**src/rtl/ov7670_sccb_config_seq.sv**
```systemverilog
// Walks a register ROM and writes each entry to an OV7670 over SCCB (3-phase write); 140*QTR cycles per write plus 2 cycles of ROM fetch/decode.
// No backpressure: the ROM is read open-loop, the bus is write-only, and a start pulse is honoured only from IDLE or DONE.
module ov7670_sccb_config_seq #(
    parameter int         QTR        = 125,
    parameter int         BOOT_CYC   = 1000000,
    parameter int         DLY_CYC    = 1000000,
    parameter logic [7:0] DEV_ID     = 8'h42,
    parameter int         ROM_AW     = 8,
    parameter int         AUTO_START = 1
) (
    input  logic              s00_axi_aclk,
    input  logic              s00_axi_aresetn,
    input  logic              start,
    output logic [ROM_AW-1:0] rom_addr,
    input  logic [15:0]       rom_data,
    output logic              sioc,
    output logic              siod_o,
    output logic              siod_t,
    output logic              busy,
    output logic              config_finished,
    output logic              err,
    output logic [ROM_AW:0]   wr_count
);

    localparam logic [2:0] S_IDLE   = 3'd0;
    localparam logic [2:0] S_BOOT   = 3'd1;
    localparam logic [2:0] S_FETCH  = 3'd2;
    localparam logic [2:0] S_DECODE = 3'd3;
    localparam logic [2:0] S_XFER   = 3'd4;
    localparam logic [2:0] S_GAP    = 3'd5;
    localparam logic [2:0] S_DELAY  = 3'd6;
    localparam logic [2:0] S_DONE   = 3'd7;

    localparam logic [31:0]       QTR_LAST  = 32'(QTR - 1);
    localparam logic [31:0]       BOOT_LAST = 32'(BOOT_CYC - 1);
    localparam logic [31:0]       DLY_LAST  = 32'(DLY_CYC - 1);
    localparam logic [5:0]        LAST_SLOT = 6'd33;
    localparam logic [ROM_AW-1:0] ADDR_MAX  = '1;

    logic [2:0]  state;
    logic [31:0] cnt;
    logic [5:0]  slot;
    logic [1:0]  qtr;
    logic [26:0] shift_word;
    logic        auto_pend;
    logic        qtr_tick;
    logic [5:0]  nxt_slot;
    logic [1:0]  nxt_qtr;
    logic [1:0]  nxt_bus;

    assign siod_o   = 1'b0;
    assign qtr_tick = ((state == S_XFER) || (state == S_GAP)) && (cnt == QTR_LAST);

    // Slot map: 0 = START, 1..27 = word bits MSB-first, 28 = STOP, 29..33 = bus idle
    // so every write occupies the same fixed 34-slot window. Returns {sioc, siod_t}.
    function automatic logic [1:0] bus_level(input logic [5:0] s, input logic [1:0] q,
                                             input logic [26:0] w);
        logic b;
        b = w[5'(5'd27 - s[4:0])];
        if (s == 6'd0) begin
            case (q)
                2'd0:    bus_level = 2'b11;
                2'd3:    bus_level = 2'b00;
                default: bus_level = 2'b10;
            endcase
        end else if (s <= 6'd27) begin
            bus_level = {(q == 2'd1) || (q == 2'd2), b};
        end else if (s == 6'd28) begin
            case (q)
                2'd0:    bus_level = 2'b00;
                2'd1:    bus_level = 2'b10;
                default: bus_level = 2'b11;
            endcase
        end else begin
            bus_level = 2'b11;
        end
    endfunction

    always_comb begin
        nxt_qtr  = qtr + 2'd1;
        nxt_slot = (qtr == 2'd3) ? slot + 6'd1 : slot;
        nxt_bus  = bus_level(nxt_slot, nxt_qtr, shift_word);
    end

    always_ff @(posedge s00_axi_aclk) begin
        if (!s00_axi_aresetn) begin
            state           <= S_IDLE;
            cnt             <= '0;
            slot            <= '0;
            qtr             <= '0;
            shift_word      <= '0;
            auto_pend       <= (AUTO_START != 0);
            rom_addr        <= '0;
            wr_count        <= '0;
            sioc            <= 1'b1;
            siod_t          <= 1'b1;
            busy            <= 1'b0;
            config_finished <= 1'b0;
            err             <= 1'b0;
        end else begin
            case (state)
                S_IDLE, S_DONE: begin
                    if (start || ((state == S_IDLE) && auto_pend)) begin
                        state           <= S_BOOT;
                        cnt             <= '0;
                        auto_pend       <= 1'b0;
                        rom_addr        <= '0;
                        wr_count        <= '0;
                        err             <= 1'b0;
                        config_finished <= 1'b0;
                        busy            <= 1'b1;
                    end
                end
                S_BOOT: begin
                    if (cnt == BOOT_LAST) begin
                        state <= S_FETCH;
                        cnt   <= '0;
                    end else begin
                        cnt <= cnt + 32'd1;
                    end
                end
                S_FETCH: state <= S_DECODE;
                S_DECODE: begin
                    if (rom_data == 16'hFFFF) begin
                        state           <= S_DONE;
                        config_finished <= 1'b1;
                        busy            <= 1'b0;
                    end else if (rom_data == 16'hFFF0) begin
                        state <= S_DELAY;
                        cnt   <= '0;
                    end else begin
                        shift_word <= {DEV_ID, 1'b1, rom_data[15:8], 1'b1, rom_data[7:0], 1'b1};
                        state      <= S_XFER;
                        cnt        <= '0;
                        slot       <= '0;
                        qtr        <= '0;
                        sioc       <= 1'b1;
                        siod_t     <= 1'b1;
                    end
                end
                S_XFER: begin
                    if (qtr_tick) begin
                        cnt <= '0;
                        if ((slot == LAST_SLOT) && (qtr == 2'd3)) begin
                            state  <= S_GAP;
                            slot   <= '0;
                            qtr    <= '0;
                            sioc   <= 1'b1;
                            siod_t <= 1'b1;
                        end else begin
                            slot   <= nxt_slot;
                            qtr    <= nxt_qtr;
                            sioc   <= nxt_bus[1];
                            siod_t <= nxt_bus[0];
                        end
                    end else begin
                        cnt <= cnt + 32'd1;
                    end
                end
                S_GAP: begin
                    if (qtr_tick) begin
                        cnt <= '0;
                        qtr <= qtr + 2'd1;
                        if (qtr == 2'd3) begin
                            wr_count <= wr_count + 1'b1;
                            // Running off the end of the ROM is an error; the address never wraps.
                            if (rom_addr == ADDR_MAX) begin
                                state           <= S_DONE;
                                err             <= 1'b1;
                                config_finished <= 1'b1;
                                busy            <= 1'b0;
                            end else begin
                                rom_addr <= rom_addr + 1'b1;
                                state    <= S_FETCH;
                            end
                        end
                    end else begin
                        cnt <= cnt + 32'd1;
                    end
                end
                S_DELAY: begin
                    if (cnt == DLY_LAST) begin
                        cnt <= '0;
                        if (rom_addr == ADDR_MAX) begin
                            state           <= S_DONE;
                            err             <= 1'b1;
                            config_finished <= 1'b1;
                            busy            <= 1'b0;
                        end else begin
                            rom_addr <= rom_addr + 1'b1;
                            state    <= S_FETCH;
                        end
                    end else begin
                        cnt <= cnt + 32'd1;
                    end
                end
                default: state <= S_IDLE;
            endcase
        end
    end

endmodule

```
**config.mk**
```make
export PLATFORM = sky130hd
export DESIGN_NAME = ov7670_sccb_config_seq
export DESIGN_NICKNAME = d
export VERILOG_FILES = /design/src/rtl/ov7670_sccb_config_seq.sv
export SDC_FILE = /design/constraint.sdc
export NUM_CORES = 1
export LEC_CHECK = 0
export BUFFER_PORTS_ARGS = -buffer_cell sky130_fd_sc_hd__buf_2
export CAP_MARGIN = 10
export CELL_PAD_IN_SITES_DETAIL_PLACEMENT = 1
export CELL_PAD_IN_SITES_GLOBAL_PLACEMENT = 2
export CORE_ASPECT_RATIO = 1.4
export CORE_MARGIN = 4
export CORE_UTILIZATION = 36
export DETAILED_ROUTE_END_ITERATION = 10
export GPL_TIMING_DRIVEN = 0
export MAX_ROUTING_LAYER = met4
export PLACE_DENSITY_LB_ADDON = 0.2
export SYNTH_ARGS = -nofsm -noshare
export SYNTH_HDL_FRONTEND = slang
export SYNTH_SLANG_ARGS = --single-unit
```
**constraint.sdc**
```tcl
create_clock -name s00_axi_aclk -period 3 [get_ports s00_axi_aclk]
set_input_delay 0.6 -clock s00_axi_aclk [delete_from_list [all_inputs] [get_ports s00_axi_aclk]]
set_output_delay 0.6 -clock s00_axi_aclk [all_outputs]
set_load 0.02 [all_outputs]
```
## Yosys cells after proc, flatten, opt, wreduce, memory -nomap -nowiden

Cells that the tools add are included.

| word-level totals | value |
|---|---|
| register bits | 85 |
| input port bits | 19 |
| word-level logic and storage cells | 150 |

| operators by class | value |
|---|---|
| add/sub/neg operators | 6 |
| $lt $le $gt $ge | 2 |
| equal/unequal tests | 28 |
| muxes and demuxes | 72 |
| bitwise logic cells | 2 |
| reductions and logical operators | 27 |

Operator list:

| cell | number |
|---|---|
| $mux W32 | 4 |
| $pmux W32 S4 | 1 |
| $mux W8 | 5 |
| $add A32 B1 Y32 const B | 1 |
| $eq A16 B16 Y1 const B | 2 |
| $eq A32 B20 Y1 const B | 1 |
| $eq A32 B7 Y1 const B | 1 |
| $mux W6 | 5 |
| $mux W9 | 3 |
| $mux W3 | 8 |
| $pmux W8 S3 | 1 |
| $mux W1 | 23 |
| $pmux W3 S7 | 1 |
| $mux W2 | 10 |
| $pmux W9 S2 | 1 |
| $ne A2 B2 Y1 const B | 8 |
| $eq A3 B3 Y1 const B | 4 |
| $pmux W6 S2 | 1 |
| $reduce_and A5 Y1 | 2 |
| $add A9 B1 Y9 const B | 1 |
| $add A8 B1 Y8 const B | 1 |
| $eq A8 B8 Y1 const B | 1 |
| $pmux W1 S4 | 2 |
| $pmux W2 S2 | 2 |
| other kinds (31) | 48 |

## Depth between registers and ports, before layout

Gate-level depths: netlist of the first run.

| logic depth | value |
|---|---|
| word-level depth | 10 |
| gate-level depth with buffers | 9 |

## Least setup slack after synthesis of the first run

OpenSTA, ideal clock, no wires.

| timing path | value |
|---|---|
| path kind | input to register |
| from | in rom_data[0] |
| to | reg siod_t |
| setup time | 0.130 ns |
| data arrival time | 2.262 ns |
| slack | 0.608 ns |
| stages on the path | 7 |
| buffers on the path | 1 |
| cells stage by stage | or4_4 a2111oi_4 nor2_2 a21oi_2 buf_6 mux2i_1 a32oi_1 |

| on the way | value |
|---|---|
| word-level cells in the longest chain between the ends | 3 |
| elaborated cells between the ends (all ways) | 5 |
| those cells by class | eq/ne (4); reduce/logical (1) |

Ends and longest elaborated chain:

| element | line | RTL |
|---|---|---|
| start: declaration | 15 | `input logic [15:0] rom_data,` |
| $eq A16 B16 Y1, on equally long branches | 128, 124 |  |
| $ne A2 B2 Y1 (no source line) | -- |  |
| $reduce_and A4 Y1 (no source line) (*) | -- |  |
| end signal: assignment | 154 | `siod_t <= nxt_bus[0];` |
| end: declaration | 18 | `output logic siod_t,` |

Mark *: on every way between the ends. The rest lies on a longest branch, timed or not.
A chain may end at the register's enable or synchronous reset.

## Worst setup path after layout of the first run

| timing path | value |
|---|---|
| from | reg cnt[9] |
| to | reg cnt[29] |

| on the way | value |
|---|---|
| word-level cells in the longest chain between the ends | 4 |
| elaborated cells between the ends (all ways) | 7 |
| those cells by class | add/sub (1); eq/ne (2); mux (3); reduce/logical (1) |

Ends and longest elaborated chain:

| element | line | RTL |
|---|---|---|
| start: declaration | 41 | `logic [31:0] cnt;` |
| start signal: assignment | 119 | `cnt <= cnt + 32'd1;` |
| start signal: assignment | 157 | `cnt <= cnt + 32'd1;` |
| start signal: assignment | 178 | `cnt <= cnt + 32'd1;` |
| parallel branches: the longest is 3 deep, another holds $add A32 B1 Y32 | -- |  |
| $pmux W32 S4 (*) | 101 | `case (state)` |

Mark *: on every way between the ends.

==> flow_summary.toml, run 1 <==
[run_status]
outcome = "complete, no violations"

[die]
num_rows = 49
die_y_um = 143.9
start_util_pct = 36.88
ios = 42
die-area_um2 = 15120
die_x_um = 105.1
core_area_um2 = 12870

[logic_synthesis]
syn_inst = 579
ys_ff_latch = 83
yosys_warnings = 0
synth_seq_area_share_pct = 34.99
synth_edf_count = 0
syn-cell-area_um2 = 4748
synth_top_flop_cell = "dfxtp_1"
async_reset_ff_share_pct = 0
synth_area_per_cell_um2 = 8.201
syn_nets = 607
synth.distinct_cells = 69

[drt]
first_pass_iters = 4
wl_per_cell_um = 17.19
ant_nets = 0
drt_wl_total_mm = 13.48
drt-initial-drc-count = 98
vias = 4427
route.detailed.drc = 0
vias_per_cell = 5.647

[sta]
fin_skew_ns = 0.007469
finalSetupViolCount = 0
rsz0062_at_grt = "no"
tns_ns = 0
fin_crit_sh_pct = 90.13
max_freq_mhz = 369.8
whs_ns = 0.4738
slew_headroom_pct = 52.04
hold_violations = 0
fin_crit_ns = 2.704
slew_viol_final = 0
tightest_slew_ns = 0.7139

[power_and_ir_drop]
cellPowerDensity_nw_per_um2 = 430.0
ir_worst_vdd_mv = 0.2700
clock_power_share_pct = 47.5
power_frac_seq_pct = 47.7
swShare_pct = 22.80
p_sw_mw = 0.5323
cellLeakagePower_nw = 1.867
p_total_mw = 2.334
pwr-share-comb_pct = 4.8
internal_power_mw = 1.802

[worst_setup_path]
crit_arrival_ns = 2.93
critPathCaptureType = "flop"
critPathSlowestCell = "nor3_4"
start_kind = "flop"
crit_required_ns = 3.22
r2r_slack_ns = 0.30
cp_max_fo = 10
path_class = "reg -> reg"
cpPeakStageDelay_ns = 0.45
crit_path_cell_trace = "clkbuf_1 -> nor4bb_1 -> nand3_1 -> nor3_4 -> o22ai_1 -> o31ai_2 -> buf_2 -> nor2_1"

[layout]
layout-drive-gt1-share_pct = 14.90
fin_nets = 656
area_delta_synth_final_pct = 14.33
antenna_cells = 0
nFillCells = 1586

[grt]
grt_pass1_wl_mm = 22.67
grt_max_degree = 14
antenna_found_initial = 0
overflow = 0
grtUsageTotal_pct = 18.86
grt_pass1_vias = 4570

[place]
hpwl_mm = 10.45
gp_congestion = 0.8485
port-buffer-count = 39

[clocking]
cts_tree = "yes"
clock_latency_ns = 0.34
clockBufferDepth = 2
cts_max_level = 3
cts_sinks = 83
cts_root_buf = "clkbuf_16"
clkTransAtPathRegs_ns = 0.06
cts_buffers = 9
holdBufCountCts = 0

[min_path]
hp-class = "reg -> reg"

[flow_run]
cap_violations = 0
==> logic make-up (layout without fill, tap and decap cells) <==
logic type | after synthesis | in the layout | share of synthesized area (%)
other | 1 | 1 | 0.07898
xor gates and xnor gates | 37 | 37 | 6.983
buffers and inverters | 49 | 101 | 4.506
muxes | 15 | 15 | 3.953
DFF | 83 | 83 | 34.99
adders and majority gates | 9 | 9 | 2.372
AOI/OAI and AO/OA | 134 | 134 | 18.55
and+or+nand+nor | 251 | 251 | 28.56
==> synth_stat cells, drive strengths merged (3+ instances only) <==
| master | number | area, um^2 |
|---|---|---|
| o21ai | 34 | 170.2 |
| nand2 | 57 | 214.0 |
| a21o | 3 | 22.52 |
| o2111ai | 3 | 26.28 |
| ha | 9 | 112.6 |
| or3 | 10 | 62.56 |
| and3 | 6 | 37.54 |
| nor4 | 16 | 140.1 |
| dfxtp | 83 | 1662 |
| mux4 | 3 | 67.56 |
| a2111oi | 4 | 78.82 |
| nand2b | 3 | 18.77 |
| mux2i | 12 | 120.1 |
| and4 | 9 | 78.83 |
| or4 | 7 | 56.30 |
| or2 | 5 | 31.28 |
| o211ai | 3 | 22.52 |
| and3b | 3 | 26.28 |
| clkbuf | 20 | 75.07 |
| a41oi | 5 | 43.79 |
| a21oi | 48 | 244.0 |
| buf | 12 | 75.07 |
| xor2 | 14 | 122.6 |
| xnor2 | 23 | 209.0 |
| inv | 17 | 63.81 |
| o31ai | 7 | 57.55 |
| a31oi | 7 | 43.79 |
| nand4 | 16 | 106.4 |
| nand3 | 30 | 150.1 |
| nor3 | 15 | 96.35 |
| nor2 | 63 | 239.0 |
==> area by class of cell <==
type | count | area (um^2) | share of cell area (%)
inverter | 17 | 63.81 | 1.175
buffer | 31 | 146.4 | 2.696
clock inverter | 4 | 52.55 | 0.9680
clock buffer | 10 | 239.0 | 4.402
multi-input combinational | 447 | 2879 | 53.03
sequential | 83 | 1662 | 30.61
tap | 153 | 191.4 | 3.526
timing repair buffer | 39 | 195.2 | 3.595
==> per-stage QoR <==
| stage | instances | setup slack (ns) | utilization (%) | instance area (um^2) |
|---|---|---|---|---|
| floorplan | 579 | 0.6077 | - | 4748 |
| finish | 784 | 0.2962 | 42.17 | 5429 |
| detailed placement | 771 | 0.1577 | 39.88 | 5135 |
| CTS | 785 | 0.2024 | 42.15 | 5426 |
| global route | 784 | 0.03463 | 42.17 | 5429 |
| global placement | 771 | 0.1869 | 39.88 | 5135 |
==> registers in the layout, summed over array words and instances (netlist names) <==
register and cells:
shift_word 17, busy 1, state 3, config_finished 1, qtr 2, slot 6
wr_count 9, auto_pend 1, cnt 32, siod_t 1, sioc 1, rom_addr 8
err 1
==> path summary, 6_finish.rpt <==
check	start	to	depth (start not counted)
worst max-delay path	cnt[9]	cnt[29]	8
worst min-delay path	sioc	sioc	2
worst max register to register	cnt[9]	cnt[29]	8
worst min register to register	sioc	sioc	2
==> metal layers <==
layer  GRT usage [%]  up-vias  wire, um
met5               -        -         0
met4           5.736        0       183
met3           2.607       16       230
met2           34.90       38      7313
met1           21.01     2166      5747
li1                -     2207         -
==> power by group through the flow <==
stage	registers, mW	clock network [mW]	logic (mW)
finish	1.11	1.11	0.113
global route	1.11	1.19	0.125
CTS	1.11	1.14	0.114
detailed placement	1.14	0	0.114
global placement	1.14	0	0.112
floorplan	1.14	0	0.0660
==> repair_timing <==
item / CTS / global route
setup endpoints to repair: 0 / 27
gates resized for setup: 0 / 1
buffers inserted: 0 / 0
==> worst max-delay path, delay by kind of cell (launching register included) <==
kind | cells | cell delay (ns)
DFF | 1 | 0.29
buffers and inverters | 2 | 0.52
AOI/OAI and AO/OA | 2 | 0.68
and+or+nand+nor | 4 | 1.09
==> cells in the final DEF, fill, tap and decap left out, types with 5 or more instances in the layout <==
master	count
inv_1	17
and4_1	9
buf_2	48
nand4_1	15
clkbuf_1	19
a21oi_1	47
xnor2_1	22
and3_1	6
o21ai_0	33
nor2_1	62
a31oi_1	7
o31ai_1	6
or4_1	6
or2_2	5
a41oi_1	5
xor2_1	14
nor4_1	11
clkbuf_16	9
nand2_1	57
mux2i_1	12
ha_1	9
nand3_1	30
nor3_1	12
dfxtp_1	83
or3_1	10
Power figures use the tool's default switching activity.
==> inputs of run 2 (changes only) <==
--- a/config.mk
+++ b/config.mk
@@ -7,15 +7,16 @@
 export LEC_CHECK = 0
 export BUFFER_PORTS_ARGS = -buffer_cell sky130_fd_sc_hd__buf_2
 export CAP_MARGIN = 10
-export CELL_PAD_IN_SITES_DETAIL_PLACEMENT = 1
-export CELL_PAD_IN_SITES_GLOBAL_PLACEMENT = 2
+export CELL_PAD_IN_SITES_DETAIL_PLACEMENT = 0
+export CELL_PAD_IN_SITES_GLOBAL_PLACEMENT = 1
 export CORE_ASPECT_RATIO = 1.4
 export CORE_MARGIN = 4
-export CORE_UTILIZATION = 36
+export CORE_UTILIZATION = 45
 export DETAILED_ROUTE_END_ITERATION = 10
 export GPL_TIMING_DRIVEN = 0
 export MAX_ROUTING_LAYER = met4
 export PLACE_DENSITY_LB_ADDON = 0.2
+export SLEW_MARGIN = 0
 export SYNTH_ARGS = -nofsm -noshare
 export SYNTH_HDL_FRONTEND = slang
 export SYNTH_SLANG_ARGS = --single-unit
==> flow_summary.toml, run 2 (synthesized netlist as in run 1, its figures left out) <==
[layout]
final_area_um2 = 5426
area_delta_synth_final_pct = 14.28
largest_register = "cnt"
reg_top3 = "cnt: 32 flops, shift_word: 17 flops, wr_count: 9 flops"
fin_nets = 657
largest_reg_flops = 32
antenna_cells = 0
final_cell_mix = "dfxtp_1, nor2_1, nand2_1, buf_2, a21oi_1"
layout-drive-gt1-share_pct = 14.83
layout_commonest_cell = "dfxtp_1"
stdcell_count = 772
final_util_pct = 52.43
nFillCells = 1059

[min_path]
hp-class = "reg -> reg"
hold_path_depth = 2
min_from = "sioc"
whs_endpoint = "sioc"

[sta]
max_freq_mhz = 376.8
tns_ns = 0
fin_skew_ns = 0.005867
layout_setup_ws_ns = 0.3463
hold_violations = 0
whs_ns = 0.4743
slew_headroom_pct = 54.20
fin_crit_sh_pct = 88.46
finalSetupViolCount = 0
fin_crit_ns = 2.654
rsz0062_at_grt = "no"
tightest_slew_ns = 0.6870
slew_viol_final = 0

[clocking]
cts_max_level = 3
clkTransAtPathRegs_ns = 0.06
cts_tree = "yes"
cts_buffers = 9
clockBufferDepth = 2
clock_latency_ns = 0.33
holdBufCountCts = 0
cts_root_buf = "clkbuf_16"
post_cts_resize_count = 0
cts_sinks = 83
cts_setup_buffers = 0

[worst_setup_path]
crit_arrival_ns = 2.85
reg2reg_to = "state[0]"
start_kind = "flop"
r2r_cells = 7
crit_required_ns = 3.20
r2r_slack_ns = 0.35
path_class = "reg -> reg"
cp_max_fo = 10
critPathCaptureType = "flop"
r2r_start = "qtr[0]"

[drt]
highest_layer = "met4"
wl_met3_um = 296
drt-initial-drc-count = 220
first_pass_iters = 4
wl_met1_mm = 5.122
route.detailed.drc = 0
vias = 4384
routed-wl-met2_mm = 6.393
ant_nets = 0
vias_per_cell = 5.679
drt_wl_total_mm = 12.14
wl_per_cell_um = 15.72

[power_and_ir_drop]
ir_worst_vdd_mv = 0.2557
p_total_mw = 2.383
cellPowerDensity_nw_per_um2 = 439.1
cellLeakagePower_nw = 1.891

[place]
hpwl_mm = 9.078
gp_congestion = 0.9002
post-place-ws_ns = 0.1615
dp.cells = 756
dpl_cell_area_um2 = 5116
port-buffer-count = 39

[grt]
overflow = 0
grt_pass1_vias = 4159
grt_pass1_wl_mm = 19.81
grtUsageTotal_pct = 20.81
antenna_found_initial = 0
grt_max_degree = 14

[flow_run]
cap_violations = 0

[die]
die-area_um2 = 12280
start_util_pct = 45.88
die_y_um = 129.5
num_rows = 44
die_x_um = 94.82
ios = 42
core_area_um2 = 10350

[run_status]
outcome = "complete, no violations"
-- run 2: per-layer routing --
layer	global-route usage [%]	vias to the layer above
met2	36.50	62
met3	3.136	27
met4	9.006	0
met1	23.17	2079
li1	-	2216
met5	-	-
-- run 2: power breakdown --
part	internal [mW]	switching (mW)
clock network	0.727	0.432
registers	1.11	0.00547
logic	0.0357	0.0745
total	1.87	0.512
-- run 2: layout make-up --
cell class / instances / area, um^2 / area share, %
Multi-Input combinational cell: 447 / 2873 / 52.94
Sequential cell: 83 / 1662 / 30.62
Clock buffer: 11 / 232.7 / 4.289
Timing Repair Buffer: 39 / 195.2 / 3.597
Tap cell: 138 / 172.7 / 3.182
Buffer: 32 / 150.1 / 2.767
Clock inverter: 5 / 77.57 / 1.430
Inverter: 17 / 63.81 / 1.176
-- run 2: how the worst max path moves through the flow --
stage | start | to | slack [ns] | cells after the start
detailed placement | rom_data[0] | siod_t | 0.16 | 8
CTS | cnt[0] | cnt[5] | 0.31 | 8
global route | cnt[0] | cnt[31] | 0.09 | 8
finish | qtr[0] | state[0] | 0.35 | 7
global placement | rom_data[0] | siod_t | 0.21 | 8
floorplan | rom_data[0] | siod_t | 0.61 | 7
-- run 2: worst max-delay path, cell delays in order, from the launching register on --
cell and delay, ns:
dfxtp_1 0.43, ha_1 0.28, buf_2 0.23, clkbuf_1 0.47, nand3_1 0.26, nand2_1 0.34
a21oi_1 0.12, a2111oi_0 0.38
